## config.mk

```make
export PLATFORM = sky130hd
export DESIGN_NAME = key_click_decoder
export DESIGN_NICKNAME = d
export VERILOG_FILES = /design/src/rtl/key_click_decoder_pkg.sv /design/src/rtl/key_click_decoder.sv
export SDC_FILE = /design/constraint.sdc
export NUM_CORES = 1
export LEC_CHECK = 0
export CAP_MARGIN = 20
export CORE_MARGIN = 2
export CORE_UTILIZATION = 30
export CTS_BUF_LIST = sky130_fd_sc_hd__clkbuf_8 sky130_fd_sc_hd__clkbuf_16
export DETAILED_ROUTE_END_ITERATION = 12
export MAX_ROUTING_LAYER = met4
export PLACE_DENSITY_LB_ADDON = 0.05
export REMOVE_ABC_BUFFERS = 1
export SETUP_SLACK_MARGIN = 0.2
export SKIP_LAST_GASP = 1
export SLEW_MARGIN = 10
export SYNTH_ARGS = -nofsm -noshare
export SYNTH_HDL_FRONTEND = slang
export SYNTH_SLANG_ARGS = --single-unit
```

## constraint.sdc

```tcl
create_clock -name clk_i -period 4.9 [get_ports clk_i]
set_input_delay 0.49 -clock clk_i [delete_from_list [all_inputs] [get_ports clk_i]]
set_output_delay 0.49 -clock clk_i [all_outputs]
set_load 0.05 [all_outputs]
```

## src/rtl/key_click_decoder_pkg.sv

```systemverilog
// ---------------------------------------------------------------------------
// key_click_pkg
//   Shared definitions for the key click gesture decoder:
//   - 3-bit FSM state encodings (plain localparams so older tools that
//     dislike enums in ports/casez still accept them)
//   - default interval counts for a ~5 MHz..50 MHz class system clock
//   - packed struct bundling the four gesture pulse outputs
// ---------------------------------------------------------------------------
package key_click_pkg;

    // FSM state encoding
    localparam logic [2:0] ST_IDLE     = 3'd0;
    localparam logic [2:0] ST_PRESS1   = 3'd1;
    localparam logic [2:0] ST_HOLD     = 3'd2;
    localparam logic [2:0] ST_GAP      = 3'd3;
    localparam logic [2:0] ST_WAIT_REL = 3'd4;

    // Default parameter values
    localparam int DEF_CNT_WIDTH  = 24;
    localparam int DEF_LONG_CNT   = 5000000;
    localparam int DEF_DBL_CNT    = 2500000;
    localparam int DEF_REPEAT_CNT = 1000000;

    // Gesture pulses; at most one field is set in any cycle
    typedef struct packed {
        logic click;
        logic dbl;
        logic long_press;
        logic rpt;
    } kc_pulse_t;

endpackage

```

## src/rtl/key_click_decoder.sv

```systemverilog
// ---------------------------------------------------------------------------
// key_click_decoder
//   Classifies clean press/release pulses from a switch debouncer into
//   gestures: single click, double click, long press and auto-repeat while
//   held. One FSM plus one shared interval counter; all outputs are
//   registered one-cycle pulses.
//
// Ports
//   clk_i      in  system clock
//   rst_n_i    in  asynchronous reset, active low
//   press_i    in  1-cycle pulse: switch became pressed
//   release_i  in  1-cycle pulse: switch became released
//   click_o    out pulse: single short click confirmed
//   dbl_o      out pulse: double click
//   long_o     out pulse: long-press threshold reached
//   repeat_o   out pulse: auto-repeat tick while held after long_o
//   busy_o     out high whenever the FSM is not idle
// ---------------------------------------------------------------------------
module key_click_decoder
    import key_click_pkg::*;
#(
    parameter int CNT_WIDTH  = DEF_CNT_WIDTH,
    parameter int LONG_CNT   = DEF_LONG_CNT,
    parameter int DBL_CNT    = DEF_DBL_CNT,
    parameter int REPEAT_CNT = DEF_REPEAT_CNT
) (
    input  logic clk_i,
    input  logic rst_n_i,
    input  logic press_i,
    input  logic release_i,
    output logic click_o,
    output logic dbl_o,
    output logic long_o,
    output logic repeat_o,
    output logic busy_o
);

    // Elaboration-time parameter sanity checks
    localparam longint CNT_LIMIT = longint'(1) << CNT_WIDTH;

    if (LONG_CNT < 2 || longint'(LONG_CNT) >= CNT_LIMIT) begin : g_bad_long
        $error("key_click_decoder: LONG_CNT out of range");
    end
    if (DBL_CNT < 2 || longint'(DBL_CNT) >= CNT_LIMIT) begin : g_bad_dbl
        $error("key_click_decoder: DBL_CNT out of range");
    end
    if (REPEAT_CNT < 2 || longint'(REPEAT_CNT) >= CNT_LIMIT) begin : g_bad_rpt
        $error("key_click_decoder: REPEAT_CNT out of range");
    end

    // Terminal counter values: the transition fires on the edge where the
    // counter already holds *_CNT-1, i.e. *_CNT edges after state entry.
    localparam logic [CNT_WIDTH-1:0] LONG_LAST = CNT_WIDTH'(LONG_CNT - 1);
    localparam logic [CNT_WIDTH-1:0] DBL_LAST  = CNT_WIDTH'(DBL_CNT - 1);
    localparam logic [CNT_WIDTH-1:0] RPT_LAST  = CNT_WIDTH'(REPEAT_CNT - 1);
    localparam logic [CNT_WIDTH-1:0] CNT_MAX   = '1;

    logic [2:0]           state_d, state_q;
    logic [CNT_WIDTH-1:0] cnt_d, cnt_q;
    kc_pulse_t            pulse_d, pulse_q;
    logic                 busy_d, busy_q;

    // Simultaneous press and release is a protocol violation; both are
    // treated as absent while the counter keeps running.
    logic press_only, release_only;
    assign press_only   = press_i & ~release_i;
    assign release_only = release_i & ~press_i;

    always_comb begin
        state_d = state_q;
        cnt_d   = cnt_q + 1'b1;
        pulse_d = '0;

        case (state_q)
            ST_IDLE: begin
                // Counter is parked at zero so it cannot wrap while idle
                cnt_d = '0;
                if (press_only) begin
                    state_d = ST_PRESS1;
                end
            end

            ST_PRESS1: begin
                // Release takes priority over a coincident long timeout
                if (release_only) begin
                    state_d = ST_GAP;
                    cnt_d   = '0;
                end else if (cnt_q == LONG_LAST) begin
                    state_d            = ST_HOLD;
                    cnt_d              = '0;
                    pulse_d.long_press = 1'b1;
                end
            end

            ST_HOLD: begin
                if (release_only) begin
                    state_d = ST_IDLE;
                    cnt_d   = '0;
                end else if (cnt_q == RPT_LAST) begin
                    cnt_d       = '0;
                    pulse_d.rpt = 1'b1;
                end
            end

            ST_GAP: begin
                // Second press takes priority over a coincident gap timeout
                if (press_only) begin
                    state_d     = ST_WAIT_REL;
                    cnt_d       = '0;
                    pulse_d.dbl = 1'b1;
                end else if (cnt_q == DBL_LAST) begin
                    state_d       = ST_IDLE;
                    cnt_d         = '0;
                    pulse_d.click = 1'b1;
                end
            end

            ST_WAIT_REL: begin
                // No timeout here, so hold the counter at full scale rather
                // than let a very long second press wrap it.
                if (release_only) begin
                    state_d = ST_IDLE;
                    cnt_d   = '0;
                end else if (cnt_q == CNT_MAX) begin
                    cnt_d = cnt_q;
                end
            end

            default: begin
                state_d = ST_IDLE;
                cnt_d   = '0;
            end
        endcase

        busy_d = (state_d != ST_IDLE);
    end

    always_ff @(posedge clk_i or negedge rst_n_i) begin
        if (!rst_n_i) begin
            state_q <= ST_IDLE;
            cnt_q   <= '0;
            pulse_q <= '0;
            busy_q  <= 1'b0;
        end else begin
            state_q <= state_d;
            cnt_q   <= cnt_d;
            pulse_q <= pulse_d;
            busy_q  <= busy_d;
        end
    end

    assign click_o  = pulse_q.click;
    assign dbl_o    = pulse_q.dbl;
    assign long_o   = pulse_q.long_press;
    assign repeat_o = pulse_q.rpt;
    assign busy_o   = busy_q;

endmodule

```

==> results of run 1 <==
[layout make-up]
| class | count | area share (%) |
|---|---|---|
| clock buffer | 5 | 3.485 |
| inverter | 1 | 0.1901 |
| multi-input combinational | 148 | 46.77 |
| sequential | 32 | 40.56 |
| tap | 72 | 4.563 |
| timing repair buffer | 9 | 4.436 |
[critical path, cell delays in order (launching register included)]
cell	delay, ns
dfrtp_1	0.45
or3_1	0.47
nor4_1	0.43
nand2_1	0.10
a21oi_1	0.14
and3_1	0.77
o21ai_1	0.16
[worst max-delay path by stage]
stage	end	slack (ns)	cells after the start
floorplan	cnt_q[0]$_DFFE_PN0P_	2.73	6
global placement	cnt_q[0]$_DFFE_PN0P_	2.11	7
detailed placement	cnt_q[14]$_DFFE_PN0P_	2.09	6
CTS	cnt_q[17]$_DFFE_PN0P_	2.15	6
global route	cnt_q[17]$_DFFE_PN0P_	1.96	6
finish	cnt_q[17]$_DFFE_PN0P_	2.23	6
[layout by cell type, fill, tap and decap left out, types with 2 or more instances in the layout]
| master | n |
|---|---|
| nand4b_1 | 3 |
| nor4b_1 | 3 |
| dfrtp_1 | 32 |
| o21ai_1 | 7 |
| and3_1 | 8 |
| nor3_1 | 7 |
| xnor2_1 | 3 |
| or4b_1 | 2 |
| nand3_1 | 9 |
| clkbuf_8 | 5 |
| nor4_1 | 4 |
| nor2_1 | 25 |
| nand2b_1 | 3 |
| nand2_1 | 18 |
| nand4_1 | 13 |
| o21ai_0 | 2 |
| xor2_1 | 17 |
| or3_1 | 3 |
| a21oi_1 | 3 |
| and4_1 | 4 |
| clkdlybuf4s50_1 | 8 |
[logic make-up after synthesis]
family,Yosys count,synth area share [%]
AO/OA/AOI/OAI,14,4.391
multiplexers,1,0.5666
buffers and inverters,8,2.408
adder cells (fa/ha/maj),1,0.7081
XOR/XNOR,20,9.915
flip-flops,32,45.33
AND/OR/NAND/NOR,112,36.69
[per-layer routing]
layer | share of wire (%) | vias to the layer above | GRT usage, % | wire length (um)
met3 | 3.3 | 4 | 3.667 | 138
met4 | 0.82 | 0 | 4.068 | 34
met2 | 49 | 25 | 25.00 | 2034
met1 | 46 | 697 | 19.40 | 1917
met5 | 0 | - | - | 0
li1 | - | 687 | - | -
[where the power goes]
group | internal (uW) | switching, uW | total (uW) | leakage (uW)
clock network | 91.3 | 84.6 | 176 | 0.0000359
logic | 45.6 | 101 | 146 | 0.000313
registers | 285 | 20.6 | 306 | 0.000440
total | 422 | 206 | 628 | 0.000789
[flip-flops by register name, summed over array words and instances, names as in the netlist]
name      flops
repeat_o      1
cnt_q        24
click_o       1
busy_o        1
long_o        1
state_q       3
dbl_o         1
[metrics by stage]
step                      total power, uW  utilization, %  cells
after global routing                677.6           35.21    267
after global placement              460.9           33.98    262
final                               627.7           35.21    267
after CTS                           641.7           35.21    267
after floorplan                     407.1               -    181
after detailed placement            461.2           33.98    262
==> flow_summary_export.csv, run 1 <==
group,metric,value,unit
status,outcome,"complete, no violations",
layout,multiInputGateArea,923.4,um^2
cts,clkLatencyLatePin,0.28,ns
cts,cts_tree,"built",
global_route,grt_max_degree,33,
routing,vias,1413,
timing,finalSetupTns,0,ns
cts,cts_buffers,5,
cts,cts_buffer_depth,2,
routing,first_iter_violations,69,
timing,clock.fmax,373.8,MHz
global_route,antenna_found_initial,0,
cts,cts_sinks,32,
yosys,ys_async_sr_fraction,100.0,%
floorplanning,core-area,5608,um^2
timing,setup_viol,0,
place,gp_congestion,0.7796,
yosys,synth.most_common_cell,"dfrtp_1",
global_route,grt_pass1_vias,1418,
critical_path,r2r_setup_slack,2.23,ns
place,dp_hpwl,2987,um
critical_path,worstSetupPathType,"reg2reg",
routing,wl,4125,um
yosys,synth_ff_type,"dfrtp_1",
cts,clk_pin_slew,0.06,ns
critical_path,setup.worst_path.start,"cnt_q[6]$_DFFE_PN0P_",
critical_path,rr_startpoint,"cnt_q[6]$_DFFE_PN0P_",
place,pre_cts_ws,2.092,ns
timing,fin_skew,0.008658,ns
layout,fin_nets,202,
timing,hold_viol,0,
yosys,syn_area_per_cell,9.397,um^2
critical_path,cp.arrival,2.80,ns
yosys,synthTopCellsByCount,"dfrtp_1 (32), nor2_1 (25), nand2_1 (18)",
layout,nFillCells,608,
floorplanning,die_area,6519,um^2
timing,drv_slew,0,
floorplanning,design.portCount,9,
layout,fin_area,1974,um^2
floorplanning,die_w,80.74,um
timing,tightest_slew,0.9679,ns
yosys,synth_top_area_cell,"dfrtp_1",
yosys,synth_edf_count,0,
yosys,ys_ff_latch,32,
global_route,gr-total-overflow,0,
critical_path,start_kind,"flop",
yosys,yosysSeqAreaShare,45.33,%
power,p_per_area,317.9,nW/um^2
timing,setup_slack,2.225,ns
worst_hold_path,hold_class,"reg2reg",
critical_path,worst_ep_required_time,5.03,ns
floorplanning,rows,27,
layout,seqCellArea,800.8,um^2
floorplanning,start_util,31.50,%
critical_path,endpoint_kind,"flop",
critical_path,r2r_cells,6,
place,dpl-instance-area,1906,um^2
yosys,yosys_warnings,0,
global_route,grt_pass1_wl,7334,um
yosys,synthCells,188,
cts,postCtsSetupRepairBufs,0,
layout,syn_to_final_growth,11.76,%
run,maxCapViolCount,0,
layout,diodes,0,
timing,period_needed,2.675,ns
floorplanning,die_h,80.74,um
cts,htreeDepth,2,
routing,wl_per_cell,15.45,um
cts,cts_hold_buf,0,
place,port_buffers,8,
yosys,synth_area,1767,um^2
power,p_leak,0.0007889,uW
global_route,track_usage,15.40,%
cts,post_cts_resized,0,
routing,drc,0,
power,vdd_drop_max,0.2022,mV
cts,cts-root-buf,"clkbuf_8",
routing,dr.pass1.iters,4,
yosys,synth.distinct_cells,37,
routing,post_drt_via_cell_ratio,5.292,
worst_hold_path,hold_end,"cnt_q[1]$_DFFE_PN0P_",
timing,fin_crit_sh,54.59,%
worst_hold_path,min_path_cells,2,
layout,final_layout_size_suffix_gt1_share,6.154,%
yosys,synth_top_area_share,45.33,%
critical_path,r2r_end,"cnt_q[17]$_DFFE_PN0P_",
worst_hold_path,hold_start,"cnt_q[1]$_DFFE_PN0P_",
critical_path,crit_fanout,24,
yosys,synth.area.top_cells,"dfrtp_1 (45%), xor2_1 (8.4%), nor2_1 (5.3%), nand4_1 (4.6%), nand2_1 (3.8%)",
timing,relSlewSlack,34.98,%
routing,ant_nets,0,
timing,holdWs,0.5700,ns
timing,rsz0062_at_grt,"no",
Power figures use the tool's default switching activity.
==> inputs of run 2 (changes only) <==
==> constraint.sdc (replaced) <==
create_clock -name clk_i -period 2.5 [get_ports clk_i]
set_input_delay 0.25 -clock clk_i [delete_from_list [all_inputs] [get_ports clk_i]]
set_output_delay 0.25 -clock clk_i [all_outputs]
set_load 0.05 [all_outputs]
==> flow_summary_export.csv, run 2 (synthesized netlist as in run 1, its figures left out) <==
group,metric,value,unit
floorplanning,start_util,31.50,%
timing,drv_slew,0,
power,vdd_drop_max,0.3711,mV
place,gp_congestion,0.8514,
routing,dr.pass1.iters,6,
place,place_inst,274,
floorplanning,die_w,80.74,um
floorplanning,design.portCount,9,
cts,cts-root-buf,"clkbuf_8",
critical_path,cp.arrival,2.36,ns
critical_path,worstSetupPathType,"reg2reg",
routing,post_drt_via_cell_ratio,5.163,
worst_hold_path,hold_class,"in2async",
cts,clkLatencyLatePin,0.28,ns
routing,first_iter_violations,75,
critical_path,endpoint_kind,"flop",
power,p_leak,0.0008729,uW
global_route,grt_pass1_vias,1432,
timing,fin_skew,0.005365,ns
critical_path,critical_path.slowest_cell,"or3_1",
cts,htreeDepth,2,
layout,diodes,0,
routing,vias,1461,
routing,ant_nets,0,
cts,cts_tree,"built",
routing,wl,4259,um
run,maxCapViolCount,0,
critical_path,cpPeakStageDelay,0.48,ns
layout,layout_common_cells,"dfrtp_1 (32), nor2_1 (25), nand2_1 (18), xor2_1 (17), buf_4 (14)",
layout,final_layout_size_suffix_gt1_share,13.27,%
layout,nFillCells,588,
place,port_buffers,8,
timing,fin_crit_sh,88.15,%
timing,tightest_slew,0.5065,ns
cts,cts_buffers,5,
critical_path,crit_chain,"or3_1 > nor4_4 > a21oi_2 > or3_4 > or3_1",
critical_path,crit_fanout,5,
routing,wl_per_cell,15.05,um
layout,reg_top3,"cnt_q (24), state_q (3)",
global_route,track_usage,14.64,%
cts,cts_sinks,32,
layout,largest_reg_flops,24,
floorplanning,core-area,5608,um^2
cts,clk_pin_slew,0.07,ns
critical_path,worst_ep_required_time,2.66,ns
power,p_per_area,631.0,nW/um^2
place,dp_hpwl,3139,um
timing,hold_viol,0,
floorplanning,die_h,80.74,um
layout,largest-register,"cnt_q",
cts,cts_hold_buf,0,
timing,finalSetupTns,0,ns
critical_path,start_kind,"flop",
floorplanning,rows,27,
layout,final_common_cell,"dfrtp_1",
critical_path,crit_path_frequent_cell,"or3_1",
timing,relSlewSlack,65.98,%
status,outcome,"complete, no violations",
layout,syn_to_final_growth,19.19,%
global_route,grt_max_degree,33,
floorplanning,die_area,6519,um^2
timing,clock.fmax,453.8,MHz
global_route,gr-total-overflow,0,
layout,fin_cells,283,
timing,rsz0062_at_grt,"yes",
global_route,grt_pass1_wl,6969,um
routing,drc,0,
cts,cts_buffer_depth,2,
timing,period_needed,2.204,ns
layout,fin_nets,215,
timing,setup_viol,0,
global_route,antenna_found_initial,0,
power,p_total,1329,uW
## run 2: cell types whose count changed in the layout (fill, tap and decap cells not counted), sizes merged
| cell | change |
|---|---|
| inv | +2 |
| buf | +13 |
| clkbuf | +1 |
## run 2: worst max-delay path: cells and delay by family, from the launching register on
family,cells,cell delay (ns)
AO/OA/AOI/OAI,1,0.11
flip-flops,1,0.44
AND/OR/NAND/NOR,4,1.52
## run 2: report_power, final
group	internal [uW]	switching (uW)
clock network	216	183
registers	558	37.9
logic	125	208
total	899	429
## run 2: final timing paths
check	from	to	slack, ns	depth (start not counted)
min in group clk_i	cnt_q[1]$_DFFE_PN0P_	cnt_q[1]$_DFFE_PN0P_	0.56	2
worst min-delay path	rst_n_i	long_o$_DFF_PN0_	0.37	2
max in group asynchronous	rst_n_i	dbl_o$_DFF_PN0_	1.83	2
worst min register to register	cnt_q[1]$_DFFE_PN0P_	cnt_q[1]$_DFFE_PN0P_	0.56	2
worst max register to register	cnt_q[6]$_DFFE_PN0P_	busy_o$_DFF_PN0_	0.30	5
worst max-delay path	cnt_q[6]$_DFFE_PN0P_	busy_o$_DFF_PN0_	0.30	5
## run 2: timing repair
item | CTS | global route
resized for setup | 0 | 2
setup endpoints to repair | 0 | 6
setup buffers | 0 | 1
## run 2: routing by layer
metal	vias to the layer above	track usage (%)	wire length, um
met5	-	-	0
met4	0	4.407	72
met3	6	3.333	164
met2	31	24.08	2061
met1	708	18.05	1960
li1	716	-	-
## run 2: metrics by stage
| stage | setup slack [ns] | hold slack (ns) | area [um^2] | util (%) |
|---|---|---|---|---|
| 2_1_floorplan | 0.3347 | -0.04559 | 1728 | - |
| 3_3_place_gp | 0.1502 | 0.5406 | 1996 | 35.59 |
| 3_5_place_dp | 0.09435 | 0.5543 | 1996 | 35.59 |
| 4_1_cts | 0.2756 | 0.3878 | 2086 | 37.19 |
| 5_1_grt | 0.1906 | 0.4065 | 2106 | 37.55 |
| 6_report | 0.2961 | 0.3691 | 2106 | 37.55 |
## run 2: cell type report
class | instances | area (um^2) | share of cell area [%]
Multi-Input combinational cell | 148 | 935.9 | 44.44
Timing Repair Buffer | 22 | 185.2 | 8.794
Sequential cell | 32 | 800.8 | 38.03
Clock buffer | 6 | 82.58 | 3.922
Clock inverter | 2 | 7.507 | 0.3565
Inverter | 1 | 3.754 | 0.1783
Tap cell | 72 | 90.09 | 4.278
